$ cat config.mk
export PLATFORM = sky130hd
export DESIGN_NAME = tmu_result_writeback
export DESIGN_NICKNAME = d
export VERILOG_FILES = /design/src/rtl/tmu_result_writeback.sv
export SDC_FILE = /design/constraint.sdc
export NUM_CORES = 1
export LEC_CHECK = 0
export CORE_AREA = 4 4 122 101
export CTS_BUF_LIST = sky130_fd_sc_hd__clkbuf_16
export CTS_CLUSTER_SIZE = 25
export DETAILED_ROUTE_END_ITERATION = 16
export DIE_AREA = 0 0 126 105
export HOLD_SLACK_MARGIN = 0.06
export MAX_ROUTING_LAYER = met4
export PLACE_DENSITY = 0.76
export SLEW_MARGIN = 40
export SYNTH_ARGS = -nofsm -noshare
export SYNTH_HDL_FRONTEND = slang
export SYNTH_SLANG_ARGS = --single-unit
$ cat constraint.sdc
create_clock -name clk_i -period 1.43 [get_ports clk_i]
set_input_delay 0.286 -clock clk_i [delete_from_list [all_inputs] [get_ports clk_i]]
set_output_delay 0.286 -clock clk_i [all_outputs]
set_load 0.05 [all_outputs]
$ cat src/rtl/tmu_result_writeback.sv
// tmu_result_writeback
// Drain end of the TMU output FIFO. Each popped word carries one texel for one lane; it is
// written into the SM register-file write port, and on the beat tagged last the scoreboard
// entry for the warp/destination register is released with the number of texels written.
//
// Word layout (LSB first): texel[TEXEL_W], lane[LANE_W], warp[WARP_W], reg[REG_W], last.
// Bit WIDTH-1 is parity; the remaining bits are reserved.
// Requires TEXEL_W+LANE_W+WARP_W+REG_W+2 <= WIDTH.
//
// Ports
//   clk_i, rst_i          clock, synchronous active-high reset
//   fifo_valid_i/_data_i  FIFO read side, popped when fifo_ready_o is high
//   fifo_ready_o          pop strobe; a function of state, rf_ready_i and held last bit only
//   rf_we_o, rf_ready_i   register-file write handshake
//   rf_warp/reg/lane/data_o  write address and texel, stable while rf_ready_i is low
//   sb_release_o          one-cycle release pulse; sb_warp/reg/count_o valid with it
//   err_overrun_o         sticky: a beat arrived with the count already at 2^LANE_W
//   err_parity_o          sticky parity error
//
// Optional feature: define TMU_WB_PARITY_EN to check even parity (bit WIDTH-1 over
// bits [WIDTH-2:0]) when a word is captured. A bad beat is not written and not counted,
// but its last flag still triggers the release. Without the macro err_parity_o is 0.
//
// After reset every output is 0 except fifo_ready_o, which follows the IDLE state.
module tmu_result_writeback #(
    parameter int unsigned WIDTH   = 128,
    parameter int unsigned TEXEL_W = 64,
    parameter int unsigned LANE_W  = 5,
    parameter int unsigned WARP_W  = 6,
    parameter int unsigned REG_W   = 8
) (
    input  logic               clk_i,
    input  logic               rst_i,
    input  logic               fifo_valid_i,
    input  logic [WIDTH-1:0]   fifo_data_i,
    output logic               fifo_ready_o,
    output logic               rf_we_o,
    input  logic               rf_ready_i,
    output logic [WARP_W-1:0]  rf_warp_o,
    output logic [REG_W-1:0]   rf_reg_o,
    output logic [LANE_W-1:0]  rf_lane_o,
    output logic [TEXEL_W-1:0] rf_data_o,
    output logic               sb_release_o,
    output logic [WARP_W-1:0]  sb_warp_o,
    output logic [REG_W-1:0]   sb_reg_o,
    output logic [LANE_W:0]    sb_count_o,
    output logic               err_overrun_o,
    output logic               err_parity_o
);

    localparam int unsigned LaneLo  = TEXEL_W;
    localparam int unsigned WarpLo  = LaneLo + LANE_W;
    localparam int unsigned RegLo   = WarpLo + WARP_W;
    localparam int unsigned LastBit = RegLo + REG_W;

    localparam logic [LANE_W:0] CountMax = {1'b1, {LANE_W{1'b0}}};

    typedef enum logic [1:0] {
        StIdle,
        StWrite,
        StRelease
    } state_e;

    state_e               state_q, state_d;
    logic [TEXEL_W-1:0]   texel_q;
    logic [LANE_W-1:0]    lane_q;
    logic [WARP_W-1:0]    warp_q;
    logic [REG_W-1:0]     dreg_q;
    logic                 last_q;
    logic                 bad_q;
    logic [LANE_W:0]      count_q, count_d;
    logic                 overrun_q, overrun_d;
    logic                 parity_err_q;
    logic                 capture;
    logic                 par_bad;

    // Reserved bits carry no meaning here.
    logic unused_reserved;
    assign unused_reserved = ^fifo_data_i[WIDTH-1:LastBit+1];

`ifdef TMU_WB_PARITY_EN
    // Even parity: the XOR of the whole word, parity bit included, must be 0.
    assign par_bad = ^fifo_data_i;
`else
    assign par_bad = 1'b0;
`endif

    always_comb begin
        state_d      = state_q;
        count_d      = count_q;
        overrun_d    = overrun_q;
        capture      = 1'b0;
        fifo_ready_o = 1'b0;
        rf_we_o      = 1'b0;
        sb_release_o = 1'b0;
        unique case (state_q)
            StIdle: begin
                fifo_ready_o = 1'b1;
                if (fifo_valid_i) begin
                    capture = 1'b1;
                    state_d = StWrite;
                end
            end
            StWrite: begin
                rf_we_o = !bad_q;
                // A parity-bad beat still waits for rf_ready_i so the pop strobe stays a
                // function of state, rf_ready_i and the last bit alone.
                if (rf_ready_i) begin
                    if (!bad_q) begin
                        if (count_q == CountMax) begin
                            overrun_d = 1'b1;
                        end else begin
                            count_d = count_q + 1'b1;
                        end
                    end
                    if (last_q) begin
                        state_d = StRelease;
                    end else begin
                        fifo_ready_o = 1'b1;
                        if (fifo_valid_i) begin
                            capture = 1'b1;
                        end else begin
                            state_d = StIdle;
                        end
                    end
                end
            end
            StRelease: begin
                sb_release_o = 1'b1;
                count_d      = '0;
                state_d      = StIdle;
            end
            default: state_d = StIdle;
        endcase
    end

    always_ff @(posedge clk_i) begin
        if (rst_i) begin
            state_q      <= StIdle;
            texel_q      <= '0;
            lane_q       <= '0;
            warp_q       <= '0;
            dreg_q       <= '0;
            last_q       <= 1'b0;
            bad_q        <= 1'b0;
            count_q      <= '0;
            overrun_q    <= 1'b0;
            parity_err_q <= 1'b0;
        end else begin
            state_q      <= state_d;
            count_q      <= count_d;
            overrun_q    <= overrun_d;
            parity_err_q <= parity_err_q | (capture & par_bad);
            if (capture) begin
                texel_q <= fifo_data_i[TEXEL_W-1:0];
                lane_q  <= fifo_data_i[LaneLo+:LANE_W];
                warp_q  <= fifo_data_i[WarpLo+:WARP_W];
                dreg_q  <= fifo_data_i[RegLo+:REG_W];
                last_q  <= fifo_data_i[LastBit];
                bad_q   <= par_bad;
            end
        end
    end

    assign rf_warp_o     = warp_q;
    assign rf_reg_o      = dreg_q;
    assign rf_lane_o     = lane_q;
    assign rf_data_o     = texel_q;

    // Release fields read 0 outside the pulse so reset and idle look identical.
    assign sb_warp_o     = (state_q == StRelease) ? warp_q  : '0;
    assign sb_reg_o      = (state_q == StRelease) ? dreg_q  : '0;
    assign sb_count_o    = (state_q == StRelease) ? count_q : '0;

    assign err_overrun_o = overrun_q;
    assign err_parity_o  = parity_err_q;

endmodule
==> summary.md, run 1 <==
| Metric | Value |
|---|---|
| Synth Warn # | `0` |
| CTS Root Cell | `clkbuf_16` |
| R2r setup slk | `-0.27 ns` |
| Worst r2r src | `state_q[1]$_SDFFE_PP0P_` |
| Post-synthesis register bit count | `93` |
| Clock Latency Late Sink | `0.34 ns` |
| Vias | `4130` |
| Static Leak | `about 3.7 nW` |
| Crit-path slowest cell | `dfxtp_4` |
| Synth Instances | `444` |
| Post-layout min period | `1.70 ns` |
| Routed Antenna Nets | `0` |
| Peak supply drop | `0.785 mV` |
| # hold bufs at CTS | `0` |
| WS Path Type | `register to register` |
| Crit path launch type | `register` |
| Post-synth EDFFs | `0` |
| H-tree depth | `3` |
| Post-route worst setup slack | `-0.270 ns` |
| Final period utilization | `119%` |
| Setup TNS | `-19.21 ns` |
| Top post-synthesis cells by area | `dfxtp_1 (54%), nand2_1 (18%), a21oi_1 (13%)` |
| Detailed router's first-iteration violation count | `241` |
| Async S/R FF share, synth | `0%` |
| Worst hold endpoint | `count_q[4]$_SDFFE_PP0P_` |
| # placed instances | `769` |
| Clock skew | `0.00483 ns` |
| Hold_ws | `around 0.35 ns` |
| Hold depth | `3` |
| # rows | `35` |
| DR WL/cell | `20.8 um` |
| PortBufs | `around 190` |
| Crit path largest cell delay | `0.34 ns` |
| DRC violations left | `0` |
| Post-Syn Area | `3480 um^2` |
| Worst path arrival time | `just under 2 ns` |
| Share of cells above drive strength 1 | `between 50% and 60%` |
| CP top delay family | `buffers and inverters` |
| Largest net degree at the start of global routing | `46` |
| Overall Global Routing Usage | `between 20% and 30%` |
| I/O pin count | `240` |
| Unrepaired setup endpoints after global routing | `true` |
| Origin of the worst min-delay path | `rst_i` |
| Synth Flop Type | `dfxtp_1` |
| Detailed-route vias per instance | `4.96` |
| Seq/Total Area, Yosys | `53.5%` |
| Slew Limit Fails | `0` |
| Max Root-Sink Buffers | `2` |
| Reg clk slew, reported paths | `0.06 ns` |
| TritonCTS clock tree | `built` |
| Core ar. | `11200 um^2` |
| CP Cell Sequence | `buf_4 -> buf_6 -> nand2b_4 -> a21oi_4 -> buf_12 -> buf_6 -> clkbuf_16 -> nand2_4 -> a21oi_2` |
| CP required | `about 1.7 ns` |
| Die span in y | `between 100 and 150 um` |
| Remaining Overflow, GRT | `0` |
| CTS Sinks | `93` |
| CP endpoint kind | `register` |
| Final setup vio count | `113` |
| Failing checks | `negative setup slack` |
| Cell mode on critical path | `buf_6` |
| Post-layout util | `approximately four fifths` |
| Post-synth top area share | `53.5%` |
| First-pass GRT wire length | `20500 um` |
| Fmax | `0.588 GHz` |
| Syn nets | `~580` |
| Final Hold Viols | `0` |
| Post-DP HPWL | `8870 um` |
| First-pass DRT Iterations | `4` |
| Layout Area Growth over Synthesis | `156%` |
| Initial Util | `between 30% and 40%` |
| Ant diodes | `0` |
| Layout Cells excl Fill | `833` |
| Fillers | `637` |
| Synth cell types | `29` |
| Max FO, Critical Path | `7` |
| Chip Width | `126 um` |
| Power density over cell area | `896 nW/um^2` |
| Reg2reg end | `rf_data_o[55]$_SDFFE_PP0P_` |
| Avg Synthesized Cell Area | `about 7.8 um^2` |
| Worst min path class | `input pin to register` |
| Final nets | `815` |
| Routability cong. | `0.831` |
| Status | `complete, but fails checks` |
| Maxcap violations | `0` |
| Reg2Reg Depth | `9` |
| TritonCTS buffer count | `9` |
| Dpl ws | `-0.366 ns` |
| Initial antenna violation count | `0` |
| WP buf/inv | `5` |
| Largest area contributor in the synthesized netlist | `dfxtp_1` |
| Total Routed Length | `between 15000 and 20000 um` |
| Die ar. | `~13000 um^2` |
| Vias in the first global route | `3930` |
-- Yosys cell counts, types with 2 or more instances --
library cell	count
a21oi_1	89
nand2b_1	2
inv_1	3
nor2b_1	3
dfxtp_1	93
buf_2	17
xor2_1	2
nand4_1	2
nand2_1	171
and2_1	19
clkbuf_1	14
buf_4	2
nor2_1	9
and3b_1	2
ha_1	2
-- how the worst max path moves through the flow --
stage | startpoint | to | slack [ns] | cells after the start
4_1_cts | state_q[1]$_SDFFE_PP0P_ | sb_reg_o[2] | -0.25 | 5
6_report | state_q[1]$_SDFFE_PP0P_ | rf_data_o[55]$_SDFFE_PP0P_ | -0.27 | 9
3_3_place_gp | rf_ready_i | rf_data_o[1]$_SDFFE_PP0P_ | -0.25 | 6
5_1_grt | state_q[1]$_SDFFE_PP0P_ | rf_data_o[55]$_SDFFE_PP0P_ | -0.32 | 9
3_5_place_dp | rf_ready_i | rf_warp_o[4]$_SDFFE_PP0P_ | -0.37 | 6
2_1_floorplan | count_q[0]$_SDFFE_PP0P_ | count_q[1]$_SDFFE_PP0P_ | -0.05 | 6
-- routing by layer --
layer	up-vias	share of wire (%)	global-route usage, %
met5	-	0	-
met4	0	2.3	5.82
met3	32	6.7	6.29
met2	188	53	34.8
met1	2004	38	22.1
li1	1906	-	-
-- per-stage QoR --
stage               power [mW]  cell area (um^2)
floorplan                 3.72              3540
global placement          4.73              6780
detailed placement        4.78              6780
CTS                       7.45              7560
global route              8.25              8920
finish                    8.00              8920
-- layout by cell type (no fill, tap or decap), types with 2 or more instances in the layout --
master / instances
buf_8: 3
dfxtp_2: 3
bufinv_16: 2
a21oi_2: 75
and2_4: 20
inv_2: 2
nand2_1: 77
nand2_4: 74
a21o_4: 3
buf_12: 118
dfxtp_1: 89
clkinv_2: 3
nand2_2: 20
nor2b_4: 2
nand2b_4: 2
clkbuf_16: 20
clkdlybuf4s50_1: 85
buf_4: 11
buf_6: 20
a21oi_1: 12
a21oi_4: 2
xor2_1: 2
buf_16: 7
nor2_1: 8
nand4_1: 2
-- logic make-up (layout without fill, tap and decap cells) --
group | after synthesis | after routing | synth area share [%]
AND/OR/NAND/NOR | 215 | 215 | 26.1
AO/OA/AOI/OAI | 93 | 95 | 13.8
flip-flops | 93 | 93 | 53.5
buffers and inverters | 36 | 275 | 4.71
XOR/XNOR | 3 | 3 | 0.755
adder cells (fa/ha/maj) | 2 | 2 | 0.719
other | 1 | 1 | 0.108
multiplexers | 1 | 1 | 0.288
-- registers in the layout, indices dropped and copies added (netlist names) --
signal,count
rf_data_o,64
rf_reg_o,8
count_q,6
rf_warp_o,6
rf_lane_o,5
state_q,2
err_overrun_o,1
last_q,1
-- report_power, final --
| group | internal [mW] | switching (mW) |
|---|---|---|
| registers | 2.74 | 0.198 |
| clock network | 1.51 | 0.998 |
| logic | 1.28 | 1.28 |
| total | 5.53 | 2.47 |
-- worst min-delay path, delay by kind of cell --
family                 cells  cell delay [ns]
buffers and inverters      1             0.14
AND/OR/NAND/NOR            2             0.21
-- timing repair --
| item | 4_1_cts | 5_1_grt |
|---|---|---|
| endpoints found under the setup margin | 30 | 110 |
| cloned | 9 | 20 |
| setup buffers | 11 | 11 |
| gates resized for setup | 40 | 265 |
| pin swaps | 10 | 94 |
-- final cells by class --
cell class,instances,area (um^2),area share [%]
flip-flops and latches,93,1870,20.9
clock inverters,6,78.8,0.883
multi-input cells,317,2510,28.1
well taps,148,185,2.08
clock buffers,9,225,2.52
repair buffers,257,4050,45.4
inverters,3,11.3,0.126
Note: power is estimated with default switching activity, not from simulation.
==> run 2: changes to the inputs <==
--- a/config.mk
+++ b/config.mk
@@ -5,14 +5,14 @@
 export SDC_FILE = /design/constraint.sdc
 export NUM_CORES = 1
 export LEC_CHECK = 0
-export CORE_AREA = 4 4 122 101
+export CORE_AREA = 4 4 112 93
 export CTS_BUF_LIST = sky130_fd_sc_hd__clkbuf_16
 export CTS_CLUSTER_SIZE = 25
 export DETAILED_ROUTE_END_ITERATION = 16
-export DIE_AREA = 0 0 126 105
+export DIE_AREA = 0 0 116 97
 export HOLD_SLACK_MARGIN = 0.06
 export MAX_ROUTING_LAYER = met4
-export PLACE_DENSITY = 0.76
+export PLACE_DENSITY = 0.85
 export SLEW_MARGIN = 40
 export SYNTH_ARGS = -nofsm -noshare
 export SYNTH_HDL_FRONTEND = slang
==> constraint.sdc (replaced) <==
create_clock -name clk_i -period 2 [get_ports clk_i]
set_input_delay 0.4 -clock clk_i [delete_from_list [all_inputs] [get_ports clk_i]]
set_output_delay 0.4 -clock clk_i [all_outputs]
set_load 0.05 [all_outputs]
==> summary.md, run 2 (same netlist as run 1, synthesis figures left out) <==
| Metric | Value |
|---|---|
| Routed Antenna Nets | `0 (unchanged)` |
| Maxcap violations | `0 (unchanged)` |
| Final Hold Viols | `0 (unchanged)` |
| Overall Global Routing Usage | `19.4% (-0.62 points)` |
| Vias in the first global route | `3724 (-5.2%)` |
| TritonCTS buffer count | `9 (unchanged)` |
| Metal1 wirelength | `4100 um (-38%)` |
| Crit path launch type | `input pin` |
| Clock skew | `0.00648 ns (+0.00165 ns)` |
| Die span in y | `97 um (-7.6%)` |
| Share of cells above drive strength 1 | `9.05% (-49 points)` |
| Dpl ws | `0.0935 ns (+0.460 ns)` |
| Setup TNS | `0 ns (+19.21 ns)` |
| Most frequent cells in the layout | `nand2_1 (171), clkdlybuf4s50_1 (169), dfxtp_1 (91)` |
| Final period utilization | `96.5%` |
| Reg clk slew, reported paths | `0.06 ns (about the same)` |
| Multi-input logic area | `1470 um^2 (-41%)` |
| Detailed-route vias per instance | `4.88 (-1.7%)` |
| DR top layer | `met4` |
| Final nets | `759 (-6.9%)` |
| PortBufs | `194 (unchanged)` |
| Reg2reg end | `count_q[1]$_SDFFE_PP0P_` |
| Post-layout util | `64.7% (-15 points)` |
| Ant diodes | `0 (unchanged)` |
| Worst r2r src | `count_q[0]$_SDFFE_PP0P_` |
| Total Routed Length | `10800 um (-38%)` |
| Peak supply drop | `0.494 mV (-37%)` |
| Post-route worst setup slack | `0.0692 ns (+0.339 ns)` |
| Commonest non-fill, non-tap cell in the layout | `nand2_1` |
| Initial Util | `37.1% (+6.1 points)` |
| CTS Root Cell | `clkbuf_16` |
| Origin of the worst min-delay path | `rf_data_o[30]$_SDFFE_PP0P_` |
| Routability cong. | `0.793 (-4.5%)` |
| First-pass DRT Iterations | `4 (unchanged)` |
| Worst-margin pin slew | `0.624 ns` |
| TritonCTS clock tree | `built` |
| Rel. slew slack | `58.4%` |
| DR WL met3 | `886 um (-24%)` |
| Max FO, Critical Path | `3 (-4)` |
| Layout Area Growth over Synthesis | `74.1%` |
| Seq. cell area | `1860 um^2 (-0.27%)` |
| H-tree depth | `3 (unchanged)` |
| CP required | `1.60 ns (-0.10 ns)` |
| Initial antenna violation count | `0 (unchanged)` |
| WS Path Type | `input pin to output port` |
| Static Leak | `2.33 nW (-38%)` |
| I/O pin count | `240 (unchanged)` |
| Layout Cells excl Fill | `749 (-10%)` |
| Max reg flops | `64 (unchanged)` |
| Detailed router's first-iteration violation count | `218 (-9.5%)` |
| Worst hold endpoint | `rf_data_o[30]$_SDFFE_PP0P_` |
| Final setup vio count | `0 (-100%)` |
| Status | `completed` |
| Slew Limit Fails | `0 (unchanged)` |
| Vias | `3652 (-12%)` |
| Remaining Overflow, GRT | `0 (unchanged)` |
| Fmax | `0.518 GHz` |
| Chip Width | `116 um (-7.9%)` |
| # placed instances | `733 (-4.7%)` |
| CTS resizes | `2 (-95%)` |
| DRC violations left | `0 (unchanged)` |
| Setup Buffers After CTS | `0 (-11)` |
| Worst min path class | `register to register` |
| Max Root-Sink Buffers | `2 (unchanged)` |
| # rows | `32 (-8.6%)` |
| Fillers | `796 (+25%)` |
| First-pass GRT wire length | `17200 um (-16%)` |
| DR WL/cell | `14.4 um (-31%)` |
| Worst path arrival time | `1.53 ns (-0.44 ns)` |
| CP endpoint kind | `output port` |
| Post-layout min period | `1.93 ns` |
| Reg2Reg Depth | `6 (-3)` |
| Largest net degree at the start of global routing | `64 (+39%)` |
| CTS Sinks | `93 (unchanged)` |
| Post-DP HPWL | `8160 um (-8.0%)` |
| Core ar. | `9370 um^2 (-16%)` |
| Met2 wire len | `5520 um (-40%)` |
| Die ar. | `11300 um^2 (-15%)` |
| Clock Latency Late Sink | `0.33 ns (about the same)` |
| Hold depth | `2 (-1)` |
| Power density over cell area | `780 nW/um^2 (-13%)` |
| R2r setup slk | `0.39 ns (+0.66 ns)` |
| # hold bufs at CTS | `0 (unchanged)` |
[run 2: critical path, cell delays in order]
cell and delay (ns):
clkdlybuf4s50_1 0.52, nand2b_1 0.15, a21oi_1 0.28, buf_12 0.18
[run 2: metal layers]
layer  vias up  GRT usage (%)
met5         -              -
met3        32           6.13
li1       1775              -
met1      1688           20.8
met2       157           33.6
met4         0           6.42
[run 2: worst max path at each step]
| stage | start | end | slack, ns | depth (start not counted) |
|---|---|---|---|---|
| finish | rf_ready_i | fifo_ready_o | 0.07 | 4 |
| detailed placement | rf_ready_i | rf_data_o[39]$_SDFFE_PP0P_ | 0.09 | 6 |
| global route | rf_ready_i | fifo_ready_o | -0.009 | 4 |
| global placement | rf_ready_i | fifo_ready_o | 0.12 | 4 |
| floorplan | state_q[0]$_SDFFE_PP0P_ | sb_count_o[0] | 0.09 | 4 |
| CTS | state_q[1]$_SDFFE_PP0P_ | sb_warp_o[0] | 0.05 | 4 |
[run 2: area by class of cell]
| class | count | area share, % |
|---|---|---|
| repair buffers | 203 | 37.5 |
| well taps | 119 | 2.46 |
| clock inverters | 7 | 1.09 |
| inverters | 3 | 0.186 |
| flip-flops and latches | 93 | 30.8 |
| clock buffers | 9 | 3.72 |
| multi-input cells | 315 | 24.2 |
[run 2: per-stage QoR]
| stage | power (mW) | hold WS, ns | cell area (um^2) |
|---|---|---|---|
| after floorplan | 2.66 | 0.466 | 3480 |
| final | 4.72 | 0.452 | 6060 |
| after global placement | 3.09 | 0.442 | 5760 |
| after detailed placement | 3.12 | 0.445 | 5760 |
| after CTS | 4.77 | 0.454 | 6060 |
| after global routing | 4.92 | 0.465 | 6060 |
[run 2: power by group]
part / internal, mW / total [mW] / leakage, nW / switching (mW)
Clock: 0.962 / 1.64 / 0.142 / 0.683
Sequential: 1.96 / 2.02 / 0.765 / 0.0627
Combinational: 0.419 / 1.05 / 1.42 / 0.636
